`src/rtl/sysid_boot_gate.sv`:
```
// Boot gate: reads the sysid ID/timestamp words over Avalon-MM and only releases
// the per-CPU resets, staggered, once both match the values this image was built for.
module sysid_boot_gate #(
    parameter int          NUM_CPUS           = 2,
    parameter logic [31:0] EXPECTED_ID        = 32'h0000_0000,
    parameter logic [31:0] EXPECTED_TIMESTAMP = 32'd1673199811,
    parameter int          READ_LATENCY       = 0,
    parameter int          MAX_RETRY          = 3,
    parameter int          BACKOFF_CYCLES     = 16,
    parameter int          STAGGER_CYCLES     = 8
) (
    input  logic                clock,
    input  logic                reset_n,
    input  logic                recheck,
    output logic                avm_address,
    output logic                avm_read,
    input  logic                avm_waitrequest,
    input  logic [31:0]         avm_readdata,
    output logic [NUM_CPUS-1:0] cpu_release,
    output logic                boot_ok,
    output logic                id_error,
    output logic [3:0]          retry_count
);

    localparam int IW = $clog2(NUM_CPUS + 1);
    localparam int SW = STAGGER_CYCLES;
    localparam int BW = $clog2(BACKOFF_CYCLES + 1);

    typedef enum logic [3:0] {
        IDLE, RD_ID, WAIT_ID, RD_TS, WAIT_TS, COMPARE, BACKOFF, RELEASE, DONE, FAIL
    } state_t;

    state_t        state;
    logic [31:0]   id_q;
    logic [31:0]   ts_q;
    logic [1:0]    lat_cnt;
    logic [BW-1:0] bo_cnt;
    logic [SW-1:0] stag_cnt;
    logic [IW-1:0] cpu_idx;

    logic       accept;
    logic       match;
    logic [3:0] retry_next;

    assign accept     = avm_read && !avm_waitrequest;
    assign match      = (id_q == EXPECTED_ID) && (ts_q == EXPECTED_TIMESTAMP);
    assign retry_next = (retry_count == 4'hF) ? 4'hF : retry_count + 4'd1;

    always_ff @(posedge clock or negedge reset_n) begin
        if (!reset_n) begin
            state       <= IDLE;
            avm_read    <= 1'b0;
            avm_address <= 1'b0;
            cpu_release <= '0;
            boot_ok     <= 1'b0;
            id_error    <= 1'b0;
            retry_count <= 4'd0;
            id_q        <= '0;
            ts_q        <= '0;
            lat_cnt     <= '0;
            bo_cnt      <= '0;
            stag_cnt    <= '0;
            cpu_idx     <= '0;
        end else begin
            case (state)
                IDLE: begin
                    state       <= RD_ID;
                    avm_read    <= 1'b1;
                    avm_address <= 1'b0;
                end
                RD_ID: begin
                    if (accept) begin
                        if (READ_LATENCY == 0) begin
                            id_q        <= avm_readdata;
                            avm_address <= 1'b1;
                            state       <= RD_TS;
                        end else begin
                            avm_read <= 1'b0;
                            lat_cnt  <= 2'd1;
                            state    <= WAIT_ID;
                        end
                    end
                end
                WAIT_ID: begin
                    if (lat_cnt == 2'(READ_LATENCY)) begin
                        id_q        <= avm_readdata;
                        avm_read    <= 1'b1;
                        avm_address <= 1'b1;
                        state       <= RD_TS;
                    end else begin
                        lat_cnt <= lat_cnt + 2'd1;
                    end
                end
                RD_TS: begin
                    if (accept) begin
                        avm_read <= 1'b0;
                        if (READ_LATENCY == 0) begin
                            ts_q        <= avm_readdata;
                            avm_address <= 1'b0;
                            state       <= COMPARE;
                        end else begin
                            lat_cnt <= 2'd1;
                            state   <= WAIT_TS;
                        end
                    end
                end
                WAIT_TS: begin
                    if (lat_cnt == 2'(READ_LATENCY)) begin
                        ts_q        <= avm_readdata;
                        avm_address <= 1'b0;
                        state       <= COMPARE;
                    end else begin
                        lat_cnt <= lat_cnt + 2'd1;
                    end
                end
                COMPARE: begin
                    if (match) begin
                        state <= RELEASE;
                    end else begin
                        retry_count <= retry_next;
                        if (retry_next == 4'(MAX_RETRY)) begin
                            id_error <= 1'b1;
                            state    <= FAIL;
                        end else begin
                            bo_cnt <= '0;
                            state  <= BACKOFF;
                        end
                    end
                end
                BACKOFF: begin
                    if (bo_cnt == BW'(BACKOFF_CYCLES - 1)) begin
                        avm_read    <= 1'b1;
                        avm_address <= 1'b0;
                        state       <= RD_ID;
                    end else begin
                        bo_cnt <= bo_cnt + 1'b1;
                    end
                end
                RELEASE: begin
                    // cpu_idx counts CPUs already out of reset; it survives rechecks
                    // so a passing recheck falls straight through to DONE.
                    if (cpu_idx == IW'(NUM_CPUS)) begin
                        boot_ok <= 1'b1;
                        state   <= DONE;
                    end else if (cpu_idx == '0 || stag_cnt == SW'(STAGGER_CYCLES - 1)) begin
                        cpu_release <= cpu_release | (NUM_CPUS'(1) << cpu_idx);
                        cpu_idx     <= cpu_idx + 1'b1;
                        stag_cnt    <= '0;
                    end else begin
                        stag_cnt <= stag_cnt + 1'b1;
                    end
                end
                DONE, FAIL: begin
                    if (recheck) begin
                        boot_ok     <= 1'b0;
                        retry_count <= 4'd0;
                        avm_read    <= 1'b1;
                        avm_address <= 1'b0;
                        state       <= RD_ID;
                    end
                end
                default: state <= IDLE;
            endcase
        end
    end

endmodule

```
`config.mk`:
```
export PLATFORM = sky130hd
export DESIGN_NAME = sysid_boot_gate
export DESIGN_NICKNAME = d
export VERILOG_FILES = /design/src/rtl/sysid_boot_gate.sv
export SDC_FILE = /design/constraint.sdc
export NUM_CORES = 1
export LEC_CHECK = 0
export ABC_AREA = 1
export CORE_MARGIN = 2
export CORE_UTILIZATION = 57
export DETAILED_ROUTE_END_ITERATION = 8
export PLACE_DENSITY = 0.9
export SLEW_MARGIN = 20
export SYNTH_ARGS = -nofsm -noshare
export SYNTH_HDL_FRONTEND = slang
export SYNTH_SLANG_ARGS = --single-unit
```
`constraint.sdc`:
```
create_clock -name clock -period 2.2 [get_ports clock]
set_clock_uncertainty 0.05 [all_clocks]
set_input_delay 0.66 -clock clock [delete_from_list [all_inputs] [get_ports clock]]
set_output_delay 0.66 -clock clock [all_outputs]
set_load 0.01 [all_outputs]
```
Word-level counts from Yosys, hierarchy flattened
Cells that the tools add are included.
{"block": "word_totals", "ff_bits": 95, "input_bits": 36, "wordCells": 112}
{"block": "classes", "addsub": 5, "n_eq_ne": 25, "shifts": 1, "muxes": 35, "bitwise_logic": 4, "reduce_logical": 29}
{"op": "$pmux 32 s2", "count": 2}
{"op": "$mux 32", "count": 2}
{"op": "$mux 4", "count": 12}
{"op": "$pmux 4 s9", "count": 1}
{"op": "$eq 32x31->1 const B", "count": 1}
{"op": "$logic_not 32->1", "count": 1}
{"op": "$ne 2x2->1 const B", "count": 10}
{"op": "$reduce_and 3->1", "count": 6}
{"op": "$eq 4x3->1 const B", "count": 4}
{"op": "$mux 5", "count": 3}
{"op": "$reduce_and 7->1", "count": 2}
{"op": "$eq 4x2->1 const B", "count": 3}
{"op": "$eq 4x4->1 const B", "count": 3}
{"op": "$pmux 5 s2", "count": 1}
{"op": "$reduce_bool 2->1", "count": 5}
{"op": "$mux 1", "count": 9}
{"op": "$add 8x1->8 const B", "count": 1}
{"op": "$eq 8x3->1 const B", "count": 1}
{"op": "$mux 8", "count": 1}
{"op": "$pmux 4 s2", "count": 1}
{"op": "$pmux 1 s7", "count": 1}
{"op": "$reduce_bool 7->1", "count": 1}
{"op": "$add 5x1->5 const B", "count": 1}
{"op": "$eq 5x4->1 const B", "count": 1}
{"op": "19 further kinds", "count": 26}

Logic depth before layout (Yosys ltp)
Gate-level depths: netlist (run 1).
{"block": "depth", "ltp_word": 6, "mapped_depth": 12}

Worst setup path after synthesis (run 1)
No wires, ideal clock.
{"block": "synth_path", "path_type": "flip-flop to flip-flop", "start": "reg bo_cnt[0]", "end": "reg state[1]", "arrival_time_ps": 1534, "setup_slack_ps": 499, "path_stages_with_launch": 13, "period_less_slack_ps": 1701, "cell_sequence": "dfrtp_1 > ha_1 > nand2_1 > nor2_1 > ha_1 > or2_1 > buf_6 > nand2_2 > inv_2 > nand3b_4 > nor2_4 > nand2_1 > nand2_1"}
{"block": "synth_via", "elab_chain_len": 3}
{"item": "start: declaration", "line": "37", "text": "logic [BW-1:0] bo_cnt;"}
{"item": "start signal: assignment", "line": "136", "text": "bo_cnt <= bo_cnt + 1'b1;"}
{"item": "$eq 5x4->1", "line": "131", "text": "if (bo_cnt == BW'(BACKOFF_CYCLES - 1)) begin"}
{"item": "$ne 2x2->1 (no source line)"}
{"item": "$reduce_and 7->1 (no source line)"}
{"item": "end signal: assignment", "line": "126", "text": "state <= BACKOFF;"}
{"item": "end signal: assignment", "line": "134", "text": "state <= RD_ID;"}
{"item": "end signal: assignment", "line": "144", "text": "state <= DONE;"}
{"item": "end: declaration", "line": "33", "text": "state_t state;"}
Every way passes these cells.
A chain may end at the register's enable or synchronous reset.

Final worst setup path (run 1)
{"block": "layout_path", "start": "reg retry_count[0]", "end": "out retry_count[0]"}
{"item": "start: declaration", "line": "22", "text": "output logic [3:0] retry_count"}
{"item": "start signal: assignment", "line": "120", "text": "retry_count <= retry_next;"}
No word-level cell between the ends.

==> results of run 1 <==
-- cell usage in the layout, fill, tap and decap left out, types with 3 or more instances in the layout --
cell,Yosys,routed
a21oi_1,7,7
buf_12,0,6
buf_4,3,3
clkbuf_8,0,9
clkdlybuf4s50_1,0,44
dfrtp_1,95,95
ha_1,8,8
inv_1,66,66
inv_2,7,7
nand2_1,148,148
nand2_2,4,4
nand3_1,23,23
nand4_1,7,7
nor2_1,56,56
nor2_2,3,3
nor3_2,3,3
o21ai_0,6,6
o21ai_1,35,34
o21ai_2,34,34
o21ai_4,2,3
xor2_1,3,3
-- through the flow --
step | utilization | area (sq um)
floorplan | - | 4676
global placement | 0.6503 | 5263
detailed placement | 0.6503 | 5263
CTS | 0.6763 | 5473
global route | 0.6763 | 5473
finish | 0.6763 | 5473
-- area by class of cell --
class | count | share of cell area
Timing Repair Buffer | 53 | 0.1065
Inverter | 74 | 0.05098
Tap cell | 105 | 0.02401
Clock buffer | 10 | 0.02332
Clock inverter | 5 | 0.01509
Sequential cell | 95 | 0.4344
Multi-Input combinational cell | 357 | 0.3457
-- how the worst max path moves through the flow --
stage	startpoint	endpoint	slack (ps)	depth (start not counted)
final	retry_count[0]$_DFFE_PN0P_	retry_count[0]	90	1
after global routing	retry_count[0]$_DFFE_PN0P_	retry_count[0]	40	1
after CTS	retry_count[0]$_DFFE_PN0P_	retry_count[0]	100	1
after detailed placement	avm_waitrequest	ts_q[20]$_DFFE_PN0P_	160	6
after global placement	avm_waitrequest	ts_q[23]$_DFFE_PN0P_	180	6
after floorplan	bo_cnt[0]$_DFFE_PN0P_	state[1]$_DFFE_PN0P_	500	12
-- cells by family (layout without fill, tap and decap cells) --
family | after synthesis | in the layout | synth area share
AOI/OAI and AO/OA | 88 | 88 | 0.1284
xor gates and xnor gates | 3 | 3 | 0.005621
adders and majority gates | 8 | 8 | 0.02141
buffers and inverters | 88 | 142 | 0.08938
DFF | 95 | 95 | 0.5084
and+or+nand+nor | 258 | 258 | 0.2467
-- registers in the layout, summed over array words and instances (netlist names) --
signal and count:
id_q 32, ts_q 32, stag_cnt 8, bo_cnt 5, retry_count 4, state 4, cpu_idx 2, cpu_release 2
lat_cnt 2, avm_address 1, avm_read 1, boot_ok 1, id_error 1
-- metal layers --
layer | global-route usage | up-vias | wire length (microns)
met3 | 0.04709 | 22 | 323
li1 | - | 1807 | -
met4 | 0.08816 | 0 | 238
met1 | 0.2865 | 1747 | 4157
met5 | 0 | - | 0
met2 | 0.4107 | 86 | 4975
-- power by group --
part	switching, mW	total, mW	leakage, nW	internal, mW
Sequential	0.525	3.04	1.20	2.52
Combinational	2.08	3.54	1.40	1.46
Clock	0.608	1.25	0.107	0.639
Total	3.21	7.83	2.71	4.62
==> key figures, run 1 <==
Setup path
  – CP delay by family, top: buffers and inverters
  – Reg2Reg Depth: 9
  – FF-to-FF End: bo_cnt[3]$_DFFE_PN0P_
  – Reg2Reg Setup Slack: 260 ps
  – CP Cell Sequence: clkdlybuf4s50_1
  – RR Startpoint: bo_cnt[0]$_DFFE_PN0P_
  – Startpoint types: flop
  – CP endpoint kind: primary output
  – Slowest cell on crit path: clkdlybuf4s50_1
  – Critical path required time: 1490 ps
  – Largest stage delay on the critical path: 570 ps
  – Worst path arrival time: 1400 ps
  – WP buf/inv: 1
  – WS Path Type: flop to primary output
  – CP Max Fanout: 6

Placement
  – Dpl hpwl: 6861 microns
  – Final Wtd Congestion: 0.8383
  – Port buffer count: 45
  – Pre-CTS setup slack: 158.7 ps
  – Placed Instances: 684

Layout
  – Antenna diodes: 0
  – Multi-input gate area: 0.001892 sq mm
  – Non-Filler Instances: 699
  – # fillers: 631
  – Area growth syn-to-layout: 17.05%
  – Reg area: 0.002377 sq mm
  – Layout Nets: 634
  – Layout cells sized above 1: 0.1465

Floorplanning
  – CORE AREA: 0.008093 sq mm
  – Die Y-Extent: 94.57 microns
  – Initial Util: 0.5778
  – Cell Rows: 33
  – Num ports: 46
  – DIE AREA: 0.008943 sq mm
  – Die span in x: 94.57 microns

Global route
  – Largest net degree at the start of global routing: 45
  – GRT Util Overall: 0.2343
  – Initial antenna violation count: 0
  – Vias in the first global route: 3592
  – First-pass GRT wire length: 16290 microns
  – Grt ovf: 0

Job
  – Max Cap Viol: 0

Pwr
  – Power density over cell area: 1430 mW/mm^2
  – Design Power: 7.826 mW
  – Maximum VDD drop: 0.6948 mV
  – LEAKAGE: 2.705 nW

Detailed routing
  – Post-route ant nets: 0
  – Vias post-DR: 3662
  – DRC errors left: 0
  – Final wirelength: 9695 microns
  – Initial DRT Pass Iterations: 4
  – Iteration-0 DRC Markers: 228
  – Wire length per cell: 13.87 microns
  – Drt via density: 5.239

Yosys
  – Syn_area_per_cell: 8.659 sq um
  – Cells after Synth: 540
  – Yosys warning total: 0
  – Yosys top cell area share: 0.5084
  – #FFs+latches synth: 95
  – Top FF cell, synth: dfrtp_1
  – Number of synthesized flops with an enable pin: 0
  – Unique masters post-synth: 36
  – Largest cells by area after synthesis: dfrtp_1 (51%), nand2_1 (12%), o21ai_2 (6.4%)
  – Most common cell in the netlist: nand2_1
  – Synth Net Count: 584
  – Sequential fraction of the synthesis area: 0.5084
  – Area leader, netlist: dfrtp_1
  – Cell Area, Synth: 0.004676 sq mm
  – Asr flop ratio synth: 1.000
  – Synth top cells by count: nand2_1 (148), dfrtp_1 (95), inv_1 (66), nor2_1 (56), o21ai_1 (35)

Timing
  – Hold slack: 132.0 ps
  – Final setup TNS: 0 ps
  – RSZ-0062 raised after global routing: false
  – Final setup vio count: 0
  – Max Fclk: 475.1 MHz
  – Slew @ Worst Pin: 410.1 ps
  – Fin crit share: 0.9568
  – Worst slew margin: 0.7237
  – Final Hold Viols: 0
  – Final Worst Setup Slack: 94.96 ps
  – Pins over their slew limit: 0
  – Tmin final: 2105 ps

Clock network
  – CTS sink cnt: 95
  – Clk_lat worst skew: 370 ps
  – Clock Path Buffers: 2
  – Clk slew on worst S/H paths: 90 ps
  – Root Driver: clkbuf_8
  – CTS tree: built
  – Quantity of gates resized following cts: 0
  – Post-CTS Setup Bufs: 0
  – H-tree levels: 3
  – Cts hold-fix bufs: 0
  – Num CTS Buffers: 9

Status
  – Outcome: completed

Worst hold path
  – Class of the worst hold path: primary input to asynchronous set/reset pin
(Power assumes the default switching activity.)
==> run 2, diff against run 1 <==
Settings changed: PLACE_DENSITY 0.9 to 0.8, REMOVE_ABC_BUFFERS from default to 1.
==> run 2 against run 1 <==
Combinational power decreased by 2%. Register-to-register slack gained 80 ps. Sequential power is 1% lower. Die area did not move. Design area is 1.3% lower. Largest power group unchanged. Final cell count is 0.14% lower. Worst setup slack gained 29 ps. Sequential cell count unchanged. First-iteration DRC count shrank 9.2%. Clock power decreased by 18%. Count of clock-buffer cells in the layout grew 1. Total power is 4.3% lower. Critical path type unchanged.
==> key figures, run 2 (synthesis gave the netlist of run 1 again) <==
Layout
  – Area growth syn-to-layout: 15.49% (was 17.05%)
  – Commonest cells after routing, fill and taps aside: nand2_1 (148), dfrtp_1 (95), inv_1 (66) (unchanged)
  – Non-Filler Instances: 698 (was 699)
  – Layout Nets: 632 (was 634)
  – Biggest regs: id_q: 32 flops, ts_q: 32 flops, stag_cnt: 8 flops (unchanged)
  – Commonest non-fill, non-tap cell in the layout: nand2_1 (unchanged)
  – Final core occ: 0.6673 (was 0.6763)
  – Layout cells sized above 1: 0.1433 (was 0.1465)
  – Antenna diodes: 0 (unchanged)

Setup path
  – WS Path Type: flop to primary output (unchanged)
  – Startpoint types: flop (unchanged)
  – Slowest cell on crit path: clkdlybuf4s50_1 (unchanged)
  – Critical path required time: 1490 ps (about the same)
  – CP Max Fanout: 6 (unchanged)
  – Worst Setup SP: retry_count[0]$_DFFE_PN0P_ (unchanged)
  – Worst path arrival time: 1370 ps (was 1400 ps)
  – RR Startpoint: state[1]$_DFFE_PN0P_ (was bo_cnt[0]$_DFFE_PN0P_)
  – CP Cell Sequence: clkdlybuf4s50_1 (unchanged)
  – CP endpoint kind: primary output (unchanged)
  – WP buf/inv: 1 (unchanged)
  – CP delay by family, top: buffers and inverters (unchanged)
  – Largest stage delay on the critical path: 570 ps (about the same)

Detailed routing
  – Vias post-DR: 3473 (was 3662)
  – Initial DRT Pass Iterations: 4 (unchanged)
  – DRC errors left: 0 (unchanged)
  – Final wirelength: 8514 microns (was 9695 microns)
  – Wire length per cell: 12.20 microns (was 13.87 microns)
  – Iteration-0 DRC Markers: 207 (was 228)
  – Post-route ant nets: 0 (unchanged)
  – Drt via density: 4.976 (was 5.239)

Timing
  – Pins over their slew limit: 0 (unchanged)
  – Final Hold Viols: 0 (unchanged)
  – Final setup TNS: 0 ps (unchanged)
  – Fin crit share: 0.9436 (was 0.9568)
  – Final setup vio count: 0 (unchanged)
  – Slew @ Worst Pin: 493.5 ps (was 410.1 ps)
  – Final Worst Setup Slack: 124.2 ps (was 94.96 ps)
  – Tmin final: 2076 ps (was 2105 ps)
  – Max Fclk: 481.7 MHz (was 475.1 MHz)
  – Worst slew margin: 0.6698 (was 0.7237)
  – RSZ-0062 raised after global routing: false (unchanged)

Job
  – Max Cap Viol: 0 (unchanged)

Global route
  – First-pass GRT wire length: 15000 microns (was 16290 microns)
  – Largest net degree at the start of global routing: 96 (was 45)
  – Initial antenna violation count: 0 (unchanged)
  – GRT Util Overall: 0.2140 (was 0.2343)
  – Grt ovf: 0 (unchanged)
  – Vias in the first global route: 3368 (was 3592)

Placement
  – Placed Instances: 682 (was 684)
  – Port buffer count: 45 (unchanged)
  – Dpl hpwl: 6219 microns (was 6861 microns)
  – Pre-CTS setup slack: 155.6 ps (was 158.7 ps)
  – Final Wtd Congestion: 0.8648 (was 0.8383)

Floorplanning
  – CORE AREA: 0.008093 sq mm (unchanged)
  – Die Y-Extent: 94.57 microns (unchanged)
  – Die span in x: 94.57 microns (unchanged)
  – DIE AREA: 0.008943 sq mm (unchanged)
  – Initial Util: 0.5778 (unchanged)
  – Cell Rows: 33 (unchanged)
  – Num ports: 46 (unchanged)

Clock network
  – Clk slew on worst S/H paths: 90 ps (about the same)
  – Cts hold-fix bufs: 0 (unchanged)
  – CTS sink cnt: 95 (unchanged)
  – Post-CTS Setup Bufs: 0 (unchanged)
  – Quantity of gates resized following cts: 0 (unchanged)
  – CTS tree: built (unchanged)
  – Root Driver: clkbuf_8 (unchanged)
  – Clock Path Buffers: 2 (unchanged)
  – H-tree levels: 3 (unchanged)
  – Clk_lat worst skew: 370 ps (about the same)
  – Num CTS Buffers: 9 (unchanged)

Status
  – Outcome: completed (unchanged)

Worst hold path
  – Class of the worst hold path: primary input to asynchronous set/reset pin (unchanged)

Pwr
  – Maximum VDD drop: 0.5668 mV (was 0.6948 mV)
  – Power density over cell area: 1387 mW/mm^2 (was 1430 mW/mm^2)
  – LEAKAGE: 2.663 nW (was 2.705 nW)
==> run 2: cell count changes in the layout (fill, tap and decap cells not counted), sizes merged <==
cell      before  now
buf            9    7
bufinv         2    0
clkinvlp       0    2
clkbuf        10   11
==> run 2: power breakdown <==
| group | internal (mW) | switching (mW) |
|---|---|---|
| sequential | 2.52 | 0.488 |
| combinational | 1.43 | 2.02 |
| clock | 0.412 | 0.616 |
==> run 2: final timing paths <==
path | end | slack, ps | depth (start not counted)
setup / recovery | retry_count[0] | 120 | 1
hold / removal | id_q[27]$_DFFE_PN0P_ | 290 | 2
setup reg to reg | id_q[10]$_DFFE_PN0P_ | 340 | 8
hold reg to reg | cpu_release[1]$_DFFE_PN0P_ | 430 | 1
max in group asynchronous | retry_count[2]$_DFFE_PN0P_ | 1460 | 2
min in group clock | cpu_release[1]$_DFFE_PN0P_ | 430 | 1
==> run 2: layout make-up <==
| class | count | area [sq um] |
|---|---|---|
| timing repair buffer | 51 | 555.5 |
| clock buffer | 11 | 131.4 |
| clock inverter | 5 | 33.78 |
| multi-input combinational | 357 | 1892 |
| sequential | 95 | 2377 |
| tap | 105 | 131.4 |
| fill | 690 | 2693 |
| inverter | 74 | 279.0 |
==> run 2: worst register-to-register path: stages (launching register included) <==
cell,delay [ps]
dfrtp_1,510
inv_2,120
nand2_2,100
nor2_2,260
o21ai_2,130
o21ai_4,210
buf_4,280
nand2_1,70
o21ai_1,70
==> run 2: layer usage <==
layer / global-route usage / share of wire
met5: 0 / 0
met4: 0.08333 / 0.013
met3: 0.02873 / 0.032
met2: 0.3423 / 0.47
met1: 0.2990 / 0.48
==> run 2: stage by stage <==
stage	hold slack (ps)	area [sq um]	total power, mW
floorplan	314.4	4537	5.285
global placement	399.9	5235	6.350
detailed placement	409.5	5235	6.511
CTS	306.3	5400	7.543
global route	315.3	5400	8.148
finish	286.7	5400	7.490
==> run 3, diff against run 2 <==
Settings changed: CORE_UTILIZATION 57 to 52, PLACE_DENSITY 0.8 to 0.77.
Clock period 2.2 ns to 1.8 ns, I/O delays scaled along.
==> run 3 against run 2 <==
Sequential cell count is the same. Worst setup slack lost 66 ps. Sequential power grew 21%. Highest routed layer unchanged.
==> key figures, run 3 (synthesis gave the netlist of run 1 again) <==
Pwr
  – Combinational power share: 0.485 (was 0.462)
  – Design Power: 9.948 mW (was 7.490 mW)
  – LEAKAGE: 2.845 nW (was 2.663 nW)
  – Int Power: 5.790 mW (was 4.363 mW)
  – Power density over cell area: 1738 mW/mm^2 (was 1387 mW/mm^2)
  – Clk pwr share: 0.149 (was 0.137)
  – Maximum VDD drop: 1.009 mV (was 0.5668 mV)
  – Net switching power figure: 4.158 mW (was 3.127 mW)
  – Flop pwr share: 0.366 (was 0.401)
  – Net Sw Frac: 0.4180 (was 0.4175)

Setup path
  – Slowest cell on crit path: dfrtp_1 (was clkdlybuf4s50_1)
  – CP Max Fanout: 3 (was 6)
  – CP delay by family, top: flip-flops (was buffers and inverters)
  – Startpoint types: flop (unchanged)
  – CP endpoint kind: primary output (unchanged)
  – CP Cell Sequence: buf_4, clkdlybuf4s15_1 (was clkdlybuf4s50_1)
  – WS Path Type: flop to primary output (unchanged)
  – WP buf/inv: 2 (was 1)
  – Worst path arrival time: 1150 ps (was 1370 ps)
  – Critical path required time: 1210 ps (was 1490 ps)
  – Largest stage delay on the critical path: 410 ps (was 570 ps)

Detailed routing
  – Final wirelength: 9796 microns (was 8514 microns)
  – Wire length per cell: 13.55 microns (was 12.20 microns)
  – DRC errors left: 0 (unchanged)
  – Drt via density: 5.159 (was 4.976)
  – Iteration-0 DRC Markers: 155 (was 207)
  – Initial DRT Pass Iterations: 4 (unchanged)
  – Vias post-DR: 3730 (was 3473)
  – Post-route ant nets: 0 (unchanged)

Timing
  – RSZ-0062 raised after global routing: true (was false)
  – Hold slack: 20.77 ps (was 286.7 ps)
  – Slew @ Worst Pin: 398.9 ps (was 493.5 ps)
  – Tmin final: 1741 ps
  – Worst slew margin: 0.7340 (was 0.6698)
  – Pins over their slew limit: 0 (unchanged)
  – Fin crit share: 0.9674
  – Final setup vio count: 0 (unchanged)
  – Max Fclk: 574.2 MHz
  – Final Worst Setup Slack: 58.59 ps (was 124.2 ps)
  – Final Hold Viols: 0 (unchanged)

Layout
  – Biggest regs: id_q: 32 flops, ts_q: 32 flops, stag_cnt: 8 flops (unchanged)
  – # fillers: 696 (was 690)
  – Commonest non-fill, non-tap cell in the layout: nand2_1 (unchanged)
  – Multi-input gate area: 0.001964 sq mm (was 0.001892 sq mm)
  – Layout cells sized above 1: 0.2000 (was 0.1433)
  – Antenna diodes: 0 (unchanged)
  – Layout Nets: 654 (was 632)
  – Commonest cells after routing, fill and taps aside: nand2_1 (146), dfrtp_1 (91), inv_1 (65) (was nand2_1 (148), dfrtp_1 (95), inv_1 (66))
  – Final core occ: 0.6564 (was 0.6673)
  – Reg area: 0.002382 sq mm (was 0.002377 sq mm)
  – Area growth syn-to-layout: 22.42% (was 15.49%)

Clock network
  – Clk slew on worst S/H paths: 100 ps (was 90 ps)
  – CTS sink cnt: 95 (unchanged)
  – Clk_lat worst skew: 380 ps (was 370 ps)
  – H-tree levels: 3 (unchanged)
  – Root Driver: clkbuf_8 (unchanged)
  – Cts hold-fix bufs: 0 (unchanged)
  – CTS tree: built (unchanged)
  – Clock Path Buffers: 2 (unchanged)
  – Num CTS Buffers: 9 (unchanged)

Global route
  – GRT Util Overall: 0.2009 (was 0.2140)
  – Largest net degree at the start of global routing: 53 (was 96)
  – First-pass GRT wire length: 15950 microns (was 15000 microns)
  – Initial antenna violation count: 0 (unchanged)
  – Vias in the first global route: 3650 (was 3368)
  – Grt ovf: 0 (unchanged)

Floorplanning
  – DIE AREA: 0.009766 sq mm (was 0.008943 sq mm)
  – Cell Rows: 34 (was 33)
  – Num ports: 46 (unchanged)
  – Die Y-Extent: 98.83 microns (was 94.57 microns)
  – Die span in x: 98.83 microns (was 94.57 microns)
  – CORE AREA: 0.008721 sq mm (was 0.008093 sq mm)
  – Initial Util: 0.5362 (was 0.5778)

Job
  – Max Cap Viol: 0 (unchanged)

Placement
  – Dpl hpwl: 6464 microns (was 6219 microns)
  – Pre-CTS setup slack: -111.0 ps (was 155.6 ps)
  – Final Wtd Congestion: 0.9105 (was 0.8648)
  – Port buffer count: 45 (unchanged)

Worst hold path
  – Class of the worst hold path: primary input to asynchronous set/reset pin (unchanged)

Status
  – Outcome: completed (unchanged)
==> run 3: cell count changes in the layout (fill, tap and decap cells not counted), sizes merged, moves of 2 or more <==
cell / delta
buf: +20
clkdlybuf4s50: -10
dlygate4sd2: +9
clkinv: -3
clkbuf: +2
inv: +2
==> run 3: metal layers <==
metal	track usage	part of all wire	wire length (microns)	up-vias
li1	-	-	-	1842
met4	0.09062	0.027	264	0
met3	0.03617	0.036	348	25
met1	0.2611	0.44	4355	1797
met5	0	0	0	-
met2	0.3300	0.49	4828	66
==> run 3: worst paths after layout <==
kind / startpoint / end / slack (ps) / depth (start not counted)
worst max-delay path: retry_count[0]$_DFFE_PN0P_ / retry_count[0] / 60 / 2
worst min-delay path: reset_n / ts_q[25]$_DFFE_PN0P_ / 20 / 1
worst max register to register: state[3]$_DFFE_PN0P_ / ts_q[10]$_DFFE_PN0P_ / 80 / 9
worst min register to register: cpu_release[1]$_DFFE_PN0P_ / cpu_release[1]$_DFFE_PN0P_ / 420 / 1
max in group asynchronous: reset_n / state[3]$_DFFE_PN0P_ / 1130 / 2
min in group clock: cpu_release[1]$_DFFE_PN0P_ / cpu_release[1]$_DFFE_PN0P_ / 420 / 1
==> run 3: cell type report <==
cell class | count | area share
repair buffers | 73 | 0.1320
inverters | 74 | 0.04896
well taps | 108 | 0.02361
multi-input cells | 357 | 0.3432
clock buffers | 11 | 0.02470
flip-flops and latches | 95 | 0.4162
clock inverters | 5 | 0.01137
==> run 3: through the flow <==
stage	instance area [sq um]	setup TNS (ps)	std cells
after floorplan	4537	-48880	526
after global placement	5286	-407.8	693
after detailed placement	5286	-2209	693
after CTS	5523	0	713
after global routing	5724	-70.68	723
final	5724	0	723
==> run 3: what timing repair did <==
action                                  4_1_cts  5_1_grt
pin swaps                                     0        5
resized for setup                            14       23
gates cloned                                  0        2
endpoints found under the setup margin       42       76
setup buffers                                 4        8
==> run 3: worst register-to-register path, cell delays in order (launching register included) <==
cell	delay [ps]
dfrtp_2	460
inv_2	110
nand2_2	120
nor3_4	240
nand2_1	80
nand2_1	110
nand2_4	110
buf_12	180
nand2_1	90
o21ai_2	60
==> run 3: power by group through the flow <==
| stage | sequential [mW] | combinational, mW | clock (mW) |
|---|---|---|---|
| 6_report | 3.64 | 4.83 | 1.48 |
| 5_1_grt | 3.76 | 5.39 | 1.57 |
| 4_1_cts | 3.64 | 4.34 | 1.50 |
| 3_5_place_dp | 3.69 | 4.28 | 0 |
| 3_3_place_gp | 3.66 | 4.11 | 0 |
| 2_1_floorplan | 3.60 | 2.77 | 0 |
